### config.mk
export PLATFORM = sky130hd
export DESIGN_NAME = invader_formation_ctrl_flat
export DESIGN_NICKNAME = d
export VERILOG_FILES = /design/src/rtl/invader_formation_if.sv /design/src/rtl/invader_formation_ctrl.sv /design/src/flat_wrapper.sv
export SDC_FILE = /design/constraint.sdc
export NUM_CORES = 1
export LEC_CHECK = 0
export ABC_AREA = 1
export CORE_ASPECT_RATIO = 1.4
export CORE_UTILIZATION = 56
export DETAILED_ROUTE_END_ITERATION = 10
export GPL_TIMING_DRIVEN = 0
export PLACE_DENSITY = 0.82
export SLEW_MARGIN = 20
export SYNTH_ARGS = -nofsm -noshare
export SYNTH_HDL_FRONTEND = slang
export SYNTH_SLANG_ARGS = --single-unit
### constraint.sdc
create_clock -name clk_pix -period 5.5 [get_ports clk_pix]
set_clock_uncertainty 0.15 [all_clocks]
set_input_delay 0.825 -clock clk_pix [delete_from_list [all_inputs] [get_ports clk_pix]]
set_output_delay 0.825 -clock clk_pix [all_outputs]
set_load 0.05 [all_outputs]
### src/rtl/invader_formation_if.sv
// Kill request channel between collision detection and the formation scheduler.
interface invader_formation_if #(
    parameter int COLS = 8,
    parameter int ROWS = 4
);
    logic                    kill_valid;
    logic [$clog2(COLS)-1:0] kill_col;
    logic [$clog2(ROWS)-1:0] kill_row;
    logic                    kill_hit;

    modport master (output kill_valid, output kill_col, output kill_row, input kill_hit);
    modport slave  (input kill_valid, input kill_col, input kill_row, output kill_hit);
endinterface

### src/rtl/invader_formation_ctrl.sv
// Invader grid scheduler: formation origin, alive mask, march cadence and
// the edge / landing / cleared decisions.
module invader_formation_ctrl #(
    parameter int H_RES           = 640,
    parameter int SCREEN_CORDW    = 16,
    parameter int COLS            = 8,
    parameter int ROWS            = 4,
    parameter int CELL_W          = 48,
    parameter int CELL_H          = 40,
    parameter int SPRITE_W        = 36,
    parameter int SPRITE_H        = 36,
    parameter int STEP_X          = 8,
    parameter int STEP_Y          = 16,
    parameter int START_X         = 32,
    parameter int START_Y         = 48,
    parameter int FRAMES_PER_STEP = 30,
    parameter int MIN_FRAMES      = 4,
    parameter int FLOOR_Y         = 400
) (
    input  logic                              clk_pix,
    input  logic                              rst_n,
    input  logic                              frame,
    input  logic                              en,
    input  logic                              restart,
    invader_formation_if.slave                kill_if,
    output logic [SCREEN_CORDW-1:0]           formation_x,
    output logic [SCREEN_CORDW-1:0]           formation_y,
    output logic [ROWS*COLS-1:0]              alive,
    output logic [$clog2(ROWS*COLS+1)-1:0]    alive_count,
    output logic                              dir_right,
    output logic                              step,
    output logic                              landed,
    output logic                              cleared
);
    localparam int W    = SCREEN_CORDW + 2;
    localparam int CW   = $clog2(COLS);
    localparam int RW   = $clog2(ROWS);
    localparam int NW   = $clog2(ROWS*COLS+1);
    localparam int IW   = $clog2(FRAMES_PER_STEP+1);
    localparam int IDXW = $clog2(ROWS*COLS);

    localparam logic [1:0] MARCH   = 2'd0;
    localparam logic [1:0] DESCEND = 2'd1;
    localparam logic [1:0] LANDED  = 2'd2;
    localparam logic [1:0] CLEARED = 2'd3;

    localparam logic [W-1:0] H_RES_W    = W'(H_RES);
    localparam logic [W-1:0] CELL_W_W   = W'(CELL_W);
    localparam logic [W-1:0] CELL_H_W   = W'(CELL_H);
    localparam logic [W-1:0] SPRITE_W_W = W'(SPRITE_W);
    localparam logic [W-1:0] SPRITE_H_W = W'(SPRITE_H);
    localparam logic [W-1:0] STEP_X_W   = W'(STEP_X);
    localparam logic [W-1:0] STEP_Y_W   = W'(STEP_Y);
    localparam logic [W-1:0] FLOOR_Y_W  = W'(FLOOR_Y);
    localparam logic [IW-1:0] FPS_I     = IW'(FRAMES_PER_STEP);
    localparam logic [IW-1:0] MIN_I     = IW'(MIN_FRAMES);

    logic [SCREEN_CORDW-1:0] x_q, x_d, y_q, y_d;
    logic [ROWS*COLS-1:0]    alive_q, alive_d;
    logic [NW-1:0]           count_q, count_d;
    logic [IW-1:0]           interval_q, interval_d, frame_cnt_q, frame_cnt_d;
    logic [1:0]              state_q, state_d;
    logic                    dir_q, dir_d, step_q, step_d, kill_hit_q, kill_hit_d;
    logic                    landed_q, landed_d, cleared_q, cleared_d;

    logic [COLS-1:0]         col_any;
    logic [ROWS-1:0]         row_any;
    logic [ROWS-1:0]         col_bits [COLS];
    logic [CW-1:0]           lmin, rmax;
    logic [RW-1:0]           bmax;
    logic                    right_edge, left_edge, land_hit;
    logic                    kill_in_range, kill_ok;
    logic [IDXW-1:0]         kill_idx;

    genvar gi, gj;
    generate
        for (gi = 0; gi < COLS; gi++) begin : g_col
            for (gj = 0; gj < ROWS; gj++) begin : g_row_bit
                assign col_bits[gi][gj] = alive_q[gj*COLS + gi];
            end
            assign col_any[gi] = |col_bits[gi];
        end
        for (gi = 0; gi < ROWS; gi++) begin : g_row
            assign row_any[gi] = |alive_q[gi*COLS +: COLS];
        end
    endgenerate

    // Extents of the surviving invaders; zero when the mask is empty.
    always_comb begin
        lmin = '0;
        rmax = '0;
        bmax = '0;
        for (int c = COLS-1; c >= 0; c--) if (col_any[c]) lmin = CW'(c);
        for (int c = 0; c < COLS; c++)    if (col_any[c]) rmax = CW'(c);
        for (int r = 0; r < ROWS; r++)    if (row_any[r]) bmax = RW'(r);
    end

    assign right_edge = ({2'b00, x_q} + STEP_X_W + W'(rmax) * CELL_W_W + SPRITE_W_W) > H_RES_W;
    // The second term keeps the origin from wrapping when leading columns are dead.
    assign left_edge  = (({2'b00, x_q} + W'(lmin) * CELL_W_W) < STEP_X_W) ||
                        ({2'b00, x_q} < STEP_X_W);
    assign land_hit   = ({2'b00, y_q} + STEP_Y_W + W'(bmax) * CELL_H_W + SPRITE_H_W) >= FLOOR_Y_W;

    assign kill_in_range = (32'(kill_if.kill_col) < COLS) && (32'(kill_if.kill_row) < ROWS);
    assign kill_idx      = IDXW'(kill_if.kill_row) * IDXW'(COLS) + IDXW'(kill_if.kill_col);
    assign kill_ok       = kill_if.kill_valid && kill_in_range && alive_q[kill_idx] &&
                           (state_q == MARCH || state_q == DESCEND);

    always_comb begin
        x_d         = x_q;
        y_d         = y_q;
        alive_d     = alive_q;
        count_d     = count_q;
        interval_d  = interval_q;
        frame_cnt_d = frame_cnt_q;
        state_d     = state_q;
        dir_d       = dir_q;
        step_d      = 1'b0;
        kill_hit_d  = 1'b0;
        landed_d    = landed_q;
        cleared_d   = cleared_q;

        if (restart) begin
            x_d         = SCREEN_CORDW'(START_X);
            y_d         = SCREEN_CORDW'(START_Y);
            alive_d     = '1;
            count_d     = NW'(ROWS*COLS);
            interval_d  = FPS_I;
            frame_cnt_d = '0;
            state_d     = MARCH;
            dir_d       = 1'b1;
            landed_d    = 1'b0;
            cleared_d   = 1'b0;
        end else begin
            if (kill_ok) begin
                alive_d[kill_idx] = 1'b0;
                count_d           = count_q - NW'(1);
                kill_hit_d        = 1'b1;
                if (interval_q > MIN_I) interval_d = interval_q - IW'(1);
            end
            case (state_q)
                MARCH: begin
                    if (alive_q == '0) begin
                        state_d   = CLEARED;
                        cleared_d = 1'b1;
                    end else if (en && frame) begin
                        if (frame_cnt_q >= interval_q - IW'(1)) begin
                            frame_cnt_d = '0;
                            if (dir_q ? right_edge : left_edge) begin
                                state_d = DESCEND;
                            end else begin
                                step_d = 1'b1;
                                x_d    = dir_q ? x_q + SCREEN_CORDW'(STEP_X)
                                               : x_q - SCREEN_CORDW'(STEP_X);
                            end
                        end else begin
                            frame_cnt_d = frame_cnt_q + IW'(1);
                        end
                    end
                end
                DESCEND: begin
                    if (alive_q == '0) begin
                        state_d   = CLEARED;
                        cleared_d = 1'b1;
                    end else begin
                        y_d    = y_q + SCREEN_CORDW'(STEP_Y);
                        dir_d  = ~dir_q;
                        step_d = 1'b1;
                        // A kill emptying the grid right now lets cleared take over next cycle.
                        if (land_hit && !(kill_ok && count_q == NW'(1))) begin
                            state_d  = LANDED;
                            landed_d = 1'b1;
                        end else begin
                            state_d = MARCH;
                        end
                    end
                end
                default: ;
            endcase
        end
    end

    always_ff @(posedge clk_pix or negedge rst_n) begin
        if (!rst_n) begin
            x_q         <= SCREEN_CORDW'(START_X);
            y_q         <= SCREEN_CORDW'(START_Y);
            alive_q     <= '1;
            count_q     <= NW'(ROWS*COLS);
            interval_q  <= FPS_I;
            frame_cnt_q <= '0;
            state_q     <= MARCH;
            dir_q       <= 1'b1;
            step_q      <= 1'b0;
            kill_hit_q  <= 1'b0;
            landed_q    <= 1'b0;
            cleared_q   <= 1'b0;
        end else begin
            x_q         <= x_d;
            y_q         <= y_d;
            alive_q     <= alive_d;
            count_q     <= count_d;
            interval_q  <= interval_d;
            frame_cnt_q <= frame_cnt_d;
            state_q     <= state_d;
            dir_q       <= dir_d;
            step_q      <= step_d;
            kill_hit_q  <= kill_hit_d;
            landed_q    <= landed_d;
            cleared_q   <= cleared_d;
        end
    end

    assign formation_x      = x_q;
    assign formation_y      = y_q;
    assign alive            = alive_q;
    assign alive_count      = count_q;
    assign dir_right        = dir_q;
    assign step             = step_q;
    assign landed           = landed_q;
    assign cleared          = cleared_q;
    assign kill_if.kill_hit = kill_hit_q;
endmodule

### src/flat_wrapper.sv
// flat-port wrapper written by rule: the top's interface ports become plain ports
module invader_formation_ctrl_flat 
#(
    parameter int H_RES           = 640,
    parameter int SCREEN_CORDW    = 16,
    parameter int COLS            = 8,
    parameter int ROWS            = 4,
    parameter int CELL_W          = 48,
    parameter int CELL_H          = 40,
    parameter int SPRITE_W        = 36,
    parameter int SPRITE_H        = 36,
    parameter int STEP_X          = 8,
    parameter int STEP_Y          = 16,
    parameter int START_X         = 32,
    parameter int START_Y         = 48,
    parameter int FRAMES_PER_STEP = 30,
    parameter int MIN_FRAMES      = 4,
    parameter int FLOOR_Y         = 400
)
  (clk_pix, rst_n, frame, en, restart, formation_x, formation_y, alive, alive_count, dir_right, step, landed, cleared, kill_if_kill_valid, kill_if_kill_col, kill_if_kill_row, kill_if_kill_hit);
  invader_formation_if #(.COLS(COLS), .ROWS(ROWS)) kill_if_i ();
  input  logic clk_pix;
  input  logic rst_n;
  input  logic frame;
  input  logic en;
  input  logic restart;
  output logic [SCREEN_CORDW-1:0] formation_x;
  output logic [SCREEN_CORDW-1:0] formation_y;
  output logic [ROWS*COLS-1:0] alive;
  output logic [$clog2(ROWS*COLS+1)-1:0] alive_count;
  output logic dir_right;
  output logic step;
  output logic landed;
  output logic cleared;
  input wire logic [$bits(kill_if_i.kill_valid)-1:0] kill_if_kill_valid;
  input wire logic [$bits(kill_if_i.kill_col)-1:0] kill_if_kill_col;
  input wire logic [$bits(kill_if_i.kill_row)-1:0] kill_if_kill_row;
  output wire logic [$bits(kill_if_i.kill_hit)-1:0] kill_if_kill_hit;
  assign kill_if_i.kill_valid = kill_if_kill_valid;
  assign kill_if_i.kill_col = kill_if_kill_col;
  assign kill_if_i.kill_row = kill_if_kill_row;
  assign kill_if_kill_hit = kill_if_i.kill_hit;
  invader_formation_ctrl #(.H_RES(H_RES), .SCREEN_CORDW(SCREEN_CORDW), .COLS(COLS), .ROWS(ROWS), .CELL_W(CELL_W), .CELL_H(CELL_H), .SPRITE_W(SPRITE_W), .SPRITE_H(SPRITE_H), .STEP_X(STEP_X), .STEP_Y(STEP_Y), .START_X(START_X), .START_Y(START_Y), .FRAMES_PER_STEP(FRAMES_PER_STEP), .MIN_FRAMES(MIN_FRAMES), .FLOOR_Y(FLOOR_Y)) u_core (.clk_pix(clk_pix), .rst_n(rst_n), .frame(frame), .en(en), .restart(restart), .kill_if(kill_if_i), .formation_x(formation_x), .formation_y(formation_y), .alive(alive), .alive_count(alive_count), .dir_right(dir_right), .step(step), .landed(landed), .cleared(cleared));
endmodule
; Word-level counts from Yosys, hierarchy flattened
; Cells that the tools add are included.
[totals]
inputBits = 11
out_inout_bits = 75
elab_cells = 159
regBits = 87
[classes]
n_eq_ne = 7
reduce_logical = 40
bitwise = 3
magnitude_cmp = 8
mux = 72
addsub = 14
multipliers = 3
[op_table]
columns = cell, count
row1 = 16-bit 2-to-1 mux, 10
row2 = 32-bit 2-to-1 mux, 2
row3 = 5-bit 2-to-1 mux, 8
row4 = 18-bit by 6-bit adder with 18-bit output (second input constant), 2
row5 = 3-bit 2-to-1 mux, 12
row6 = 32-bit bitwise AND, 1
row7 = 32-bit logical NOT, 1
row8 = 32-bit NOT, 1
row9 = 4-bit OR reduction, 8
row10 = 8-bit OR reduction, 3
row11 = 1-bit 2-to-1 mux, 23
row12 = 2-bit 2-to-1 mux, 11
row13 = 18-bit by 8-bit adder with 18-bit output, 1
row14 = 18-bit by 9-bit adder with 18-bit output, 1
row15 = 18-bit by 9-bit greater-or-equal comparator with 1-bit output (second input constant), 1
row16 = 18-bit by 10-bit greater-than comparator with 1-bit output (second input constant), 1
row17 = 18-bit by 4-bit < comparator with 1-bit output (second input constant), 1
row18 = 2-bit nonzero test, 9
row19 = 16-bit by 4-bit adder with 17-bit output (second input constant), 1
row20 = 16-bit by 5-bit adder with 17-bit output (second input constant), 1
row21 = 16-bit by 9-bit adder with 17-bit output, 1
row22 = 16-bit by 4-bit adder with 16-bit output (second input constant), 1
row23 = 16-bit by 5-bit adder with 16-bit output (second input constant), 1
row24 = 16-bit by 4-bit < comparator with 1-bit output (second input constant), 1
row25 = 31 further kinds, 45

; Longest topological paths before layout
[depth]
word_depth = 20
mapped_depth = 28
ltp_nobuf = 27

; Worst setup path before layout
; OpenSTA, ideal clock, no wires.
[synth_path]
kind = register to register
startpoint = register u_core.alive_q[26] (netlist: u_core.alive[26])
endpoint = register u_core.x_q[7] (netlist: u_core.formation_x[7])
required_time_ns = 5.231
n_path_buf = 1
period_less_slack_ns = 4.073
arrival_ns = 3.804
path_stages_with_launch = 25
slack_ns = 1.427
setup_ns = 0.119
cell_sequence = dfstp_2 > nor4_1 > nand2_1 > a21oi_1 > inv_1 > ha_1 > inv_1 > fa_1 > inv_1 > ha_1 > ha_1 > a21oi_1 > nor2_1 > nor2_1 > xor2_1 > nand2_1 > nand2_1 > nand2_1 > nor2_1 > nand2_1 > nand2_2 > nand3_4 > buf_2 > nand3_1 > nand2_1
[synth_between]
elab_chain_cells = 14
word_cells_on_any_way = 23
classes_between = add/sub (3) / mul (2) / order compare (2) / eq/ne (2) / mux (10) / reduce/logical (4)
[synth_lines]
columns = item, line_no
row1 = "start, declared", invader_formation_ctrl.sv:59  ; logic [ROWS*COLS-1:0] alive_q, alive_d;
row2 = "start signal, assigned", invader_formation_ctrl.sv:200  ; alive_q <= alive_d;
row3 = 4-bit OR reduction, invader_formation_ctrl.sv:81  ; assign col_any[gi] = |col_bits[gi];
row4 = 2-bit 2-to-1 mux (2 in a row), invader_formation_ctrl.sv:94  ; for (int c = 0; c < COLS; c++) if (col_any[c]) rmax = CW'(c);
row5 = 3-bit 2-to-1 mux (4 in a row), invader_formation_ctrl.sv:94
row6 = 3-bit by 2-bit multiplier with 5-bit output, invader_formation_ctrl.sv:98  ; assign right_edge = ({2'b00, x_q} + STEP_X_W + W'(rmax) * CELL_W_W + SPRITE_W_W) > H_RES_W;
row7 = 18-bit by 9-bit adder with 18-bit output, invader_formation_ctrl.sv:98
row8 = 18-bit by 6-bit adder with 18-bit output, invader_formation_ctrl.sv:98
row9 = 18-bit by 10-bit greater-than comparator with 1-bit output, invader_formation_ctrl.sv:98
row10 = 1-bit 2-to-1 mux, invader_formation_ctrl.sv:149  ; if (dir_q ? right_edge : left_edge) begin
row11 = 2-bit inequality test (no line), --
row12 = 5-bit AND reduction (no line) *, --
row13 = "end signal, assigned", invader_formation_ctrl.sv:185  ; x_q <= SCREEN_CORDW'(START_X);
row14 = "end, declared", invader_formation_ctrl.sv:58  ; logic [SCREEN_CORDW-1:0] x_q, x_d, y_q, y_d;
; Mark *: on every way between the ends. The rest lies on a longest branch, timed or not.
; A chain may end at the register's enable or synchronous reset.

; Worst setup path in the final report
[layout_path]
startpoint = register u_core.alive_q[25] (netlist: u_core.alive[25])
endpoint = register u_core.x_q[11] (netlist: u_core.formation_x[11])
[layout_between]
elab_chain_cells = 15
word_cells_on_any_way = 23
classes_between = add/sub (3) / mul (2) / order compare (2) / eq/ne (2) / mux (10) / reduce/logical (4)
[layout_lines]
columns = item, line_no
row1 = 4-bit OR reduction, invader_formation_ctrl.sv:81
row2 = 1-bit 2-to-1 mux, invader_formation_ctrl.sv:94
row3 = 2-bit 2-to-1 mux (2 in a row), invader_formation_ctrl.sv:94
row4 = 3-bit 2-to-1 mux (4 in a row), invader_formation_ctrl.sv:94
row5 = 3-bit by 2-bit multiplier with 5-bit output, invader_formation_ctrl.sv:98
row6 = 18-bit by 9-bit adder with 18-bit output, invader_formation_ctrl.sv:98
row7 = 18-bit by 6-bit adder with 18-bit output, invader_formation_ctrl.sv:98
row8 = 18-bit by 10-bit greater-than comparator with 1-bit output, invader_formation_ctrl.sv:98
row9 = 1-bit 2-to-1 mux, invader_formation_ctrl.sv:149
row10 = 2-bit inequality test (no line), --
row11 = 5-bit AND reduction (no line) *, --
; Marked as above.

==> summary by stage <==
Run status
The flow ran to the end, and the final reports show no timing, DRC or antenna violations.

Floorplanning
The area enclosed by the die boundary is 0.0111 mm². The core region area is ~0.010 mm². The number of placement rows is 44. The initial utilization of the core area, before any placement, comes to approximately 58%.

During I/O placement, the number of pins put on the boundary was 86. The horizontal die dimension is 89.3 µm. The die is 124 µm tall.

GRT
The first-pass GRT wire length is around 28000 µm. The residual overflow from global routing is 0. For this run, the total global-route usage over all layers was measured as approximately 33%. The number of global-route vias before repair came to 6060. Entering global routing, the biggest net connects 61 pins. The number of antenna violations at the first check in global routing came to 0.

Placed design
The total placed cells including tap cells is 1023. After legalization and detailed placement, the total HPWL measured 13100 µm. The port buffer count is 78. The placed instance area is 0.00699 mm².

Prior to clock tree synthesis, the placed netlist has a worst setup slack of 782 ps. The routability congestion estimate is 0.984.

Pwr
The maximum vdd drop is 0.223 mV. For this design the static power due to leakage is between 3 and 4 nW. Power spread over the standard cell area amounts to 275 mW/mm².

STA
The final count of hold timing violations is 0. In the final timing run, aggregate negative setup slack is 0 ps. The part of the cycle the worst path needs is slightly below 90%. The total count of max-transition violations in the final report is 0. The tightest hold path in the finished design has a slack of 223 ps. Measured against its own limit, the worst slew margin works out to 56.3%. Setup repair after global routing left no endpoint under its margin. The time the final worst path needs with I/O delays and setup is 4810 ps. The final setup slack of the worst path is 692 ps. For this run, the top clock speed supported by timing is 208 MHz. The transition time at the pin with the least slew margin is around 650 ps. Setup violations remaining at the end of the flow were counted as 0.

Synth
For this run, the leading register cell type out of synthesis is sky130_fd_sc_hd__dfstp_2. In the synthesized netlist the async set-or-reset flop fraction comes to 100%. During synthesis, Yosys emitted a total of 0 warnings. The netlist uses 48 different library cells. The synthesized area is 0.00598 mm². The share of the Yosys chip area taken by registers is 34.4%. Of all cell types, the one taking the most synthesized area is sky130_fd_sc_hd__dfstp_2.

Yosys attributes the largest share of cell area to sky130_fd_sc_hd__dfstp_2 (18%), sky130_fd_sc_hd__dfrtp_1 (16%), sky130_fd_sc_hd__nand2_1 (10%). The number of flops mapped to enable cells by yosys is 0. The number of standard cells after synthesis is 798. Counting instances in the post-synthesis netlist gives the leading cell types as sky130_fd_sc_hd__nand2_1 (160), sky130_fd_sc_hd__inv_1 (126), sky130_fd_sc_hd__nor2_1 (72).

Synthesis inferred 80 register bits. The top cell type by area accounts for 18.0% of the synthesized area. By instance count, the leading cell after synthesis is sky130_fd_sc_hd__nand2_1.

The average cell area after synthesis is 7.49 µm².

Worst setup path
The category of the worst setup path launch point is a flip-flop. The cell family contributing the most delay on the critical path is simple AND/OR/NAND/NOR gates. The required time of the worst setup path is 5580 ps.

For this design, the slowest cell found on the critical path is sky130_fd_sc_hd__nor4_1. The number of buffers and inverters on the critical path is 4. The delay of the slowest cell on the worst path is 600 ps. The worst setup path is of the reg2reg kind. The most frequent cell on the critical path is sky130_fd_sc_hd__nand2_1.

The category of the worst setup path capture point is a flip-flop. The critical path arrival is 4890 ps. The biggest fanout along the worst timing path is 10.

CTS
The post-cts hold buffer count is 0. The H-tree was split into 3 levels. Clock latency on the worst-skew pair, taken at its later pin, is 340 ps. The clock tree root driver cell is sky130_fd_sc_hd__clkbuf_16. The number of clock buffers added by TritonCTS is 9. The clock tree from TritonCTS is done. Counting along the longest clock path gives a buffer depth of 2. The clock transition at the registers of the reported paths is 60 ps.

The post-CTS resize count is 0. The number of clock sinks is 80. Once the clock tree was built, the setup fixing pass inserted 0 buffers.

Detailed routing
The number of nets with antenna violations after routing is 0. The count of TritonRoute iterations in the first routing pass is 7. The number of violations reported at the end of detailed-routing iteration 0 is between 400 and 500. The total DRC errors in the routed layout is 0.

The via density per instance is 5.88. The total via count in the routed design is 6106. After detailed routing, the average wire length per cell comes to ~16 µm.

The sum of routed wire length over all layers is 17000 µm.

Cells and area
The number of antenna diodes in the final layout is 0. The count of placed standard cells in the final layout, fillers left out is ~1000. Relative to the synthesized area, the layout overhead comes to 21.6%. The number of nets in the finished design is 951. The share of final-layout standard cells stronger than drive strength 1 is roughly 11%. After routing the design area is roughly 0.0073 mm².

Hold path
The class of the tightest hold or removal check is in2async.

Run
Max-cap violations in this run came to 0.
## where the power goes
group          switching [mW]  total [mW]  internal [mW]
combinational           0.491       0.743          0.252
clock                   0.251       0.570          0.319
sequential             0.0519       0.687          0.635
total                   0.794        2.00           1.21
## worst paths after layout
| check | to | from | depth (start not counted) | slack [ps] |
|---|---|---|---|---|
| worst min register to register | u_core.landed | u_core.landed | 2 | 330 |
| worst max register to register | u_core.formation_x[11] | u_core.alive[25] | 26 | 690 |
| worst max-delay path | u_core.formation_x[11] | u_core.alive[25] | 26 | 690 |
| worst min-delay path | u_core.formation_y[14] | rst_n | 1 | 220 |
| max in group asynchronous | u_core.alive[19] | rst_n | 2 | 4340 |
| min in group clk_pix | u_core.landed | u_core.landed | 2 | 330 |
## cell families after synthesis
family	share of synthesized area (%)
flops	34.4
buf+inv	11.1
compound gates	14.2
fa+ha+maj	9.59
simple gates	25.7
other cells	0.0627
xor+xnor	4.98
## state kept, by name, summed over array words and instances (netlist names), 2 cells and up
name and flops:
u_core.alive 32, u_core.state_q 2, u_core.alive_count 6, u_core.frame_cnt_q 5, u_core.formation_x 13, u_core.formation_y 12
u_core.interval_q 5
## layout make-up
| class | count | area, µm² |
|---|---|---|
| multi-input combinational | 565 | 3290 |
| fill | 866 | 3080 |
| sequential | 80 | 2050 |
| timing repair buffer | 79 | 806 |
| inverter | 131 | 492 |
| clock buffer | 10 | 239 |
| buffer | 30 | 173 |
| tap | 138 | 173 |
| clock inverter | 6 | 43.8 |
## stage by stage
| stage | util, % | power (mW) |
|---|---|---|
| final | 70.2 | 2.00 |
| after global routing | 70.2 | 2.11 |
| after detailed placement | 67.5 | 1.42 |
| after global placement | 67.3 | 1.39 |
| after floorplan | - | 1.21 |
| after CTS | 70.2 | 1.99 |
## cell usage in the layout, fill, tap and decap left out, types with 8 or more instances in the layout
| cell type | n |
|---|---|
| sky130_fd_sc_hd__a31oi_1 | 8 |
| sky130_fd_sc_hd__o21ai_0 | 32 |
| sky130_fd_sc_hd__xor2_1 | 29 |
| sky130_fd_sc_hd__dfrtp_1 | 39 |
| sky130_fd_sc_hd__nand3_1 | 51 |
| sky130_fd_sc_hd__clkbuf_16 | 9 |
| sky130_fd_sc_hd__ha_1 | 41 |
| sky130_fd_sc_hd__nor2_1 | 72 |
| sky130_fd_sc_hd__dfstp_2 | 41 |
| sky130_fd_sc_hd__clkdlybuf4s50_1 | 77 |
| sky130_fd_sc_hd__a32oi_1 | 27 |
| sky130_fd_sc_hd__buf_2 | 9 |
| sky130_fd_sc_hd__o22ai_1 | 21 |
| sky130_fd_sc_hd__nor4_1 | 12 |
| sky130_fd_sc_hd__a21oi_1 | 21 |
| sky130_fd_sc_hd__nand2_1 | 160 |
| sky130_fd_sc_hd__nand4_1 | 17 |
| sky130_fd_sc_hd__nor3_1 | 19 |
| sky130_fd_sc_hd__buf_4 | 9 |
| sky130_fd_sc_hd__inv_1 | 126 |
| sky130_fd_sc_hd__conb_1 | 9 |
## per-layer routing
| layer | wire length [µm] | track usage, % | up-vias |
|---|---|---|---|
| met5 | 0 | 0 | - |
| met4 | 888 | 19.8 | 0 |
| met3 | 1170 | 6.58 | 80 |
| met2 | 8710 | 55.2 | 302 |
| met1 | 6270 | 37.1 | 2861 |
| li1 | - | - | 2863 |
(Power assumes the default switching activity.)
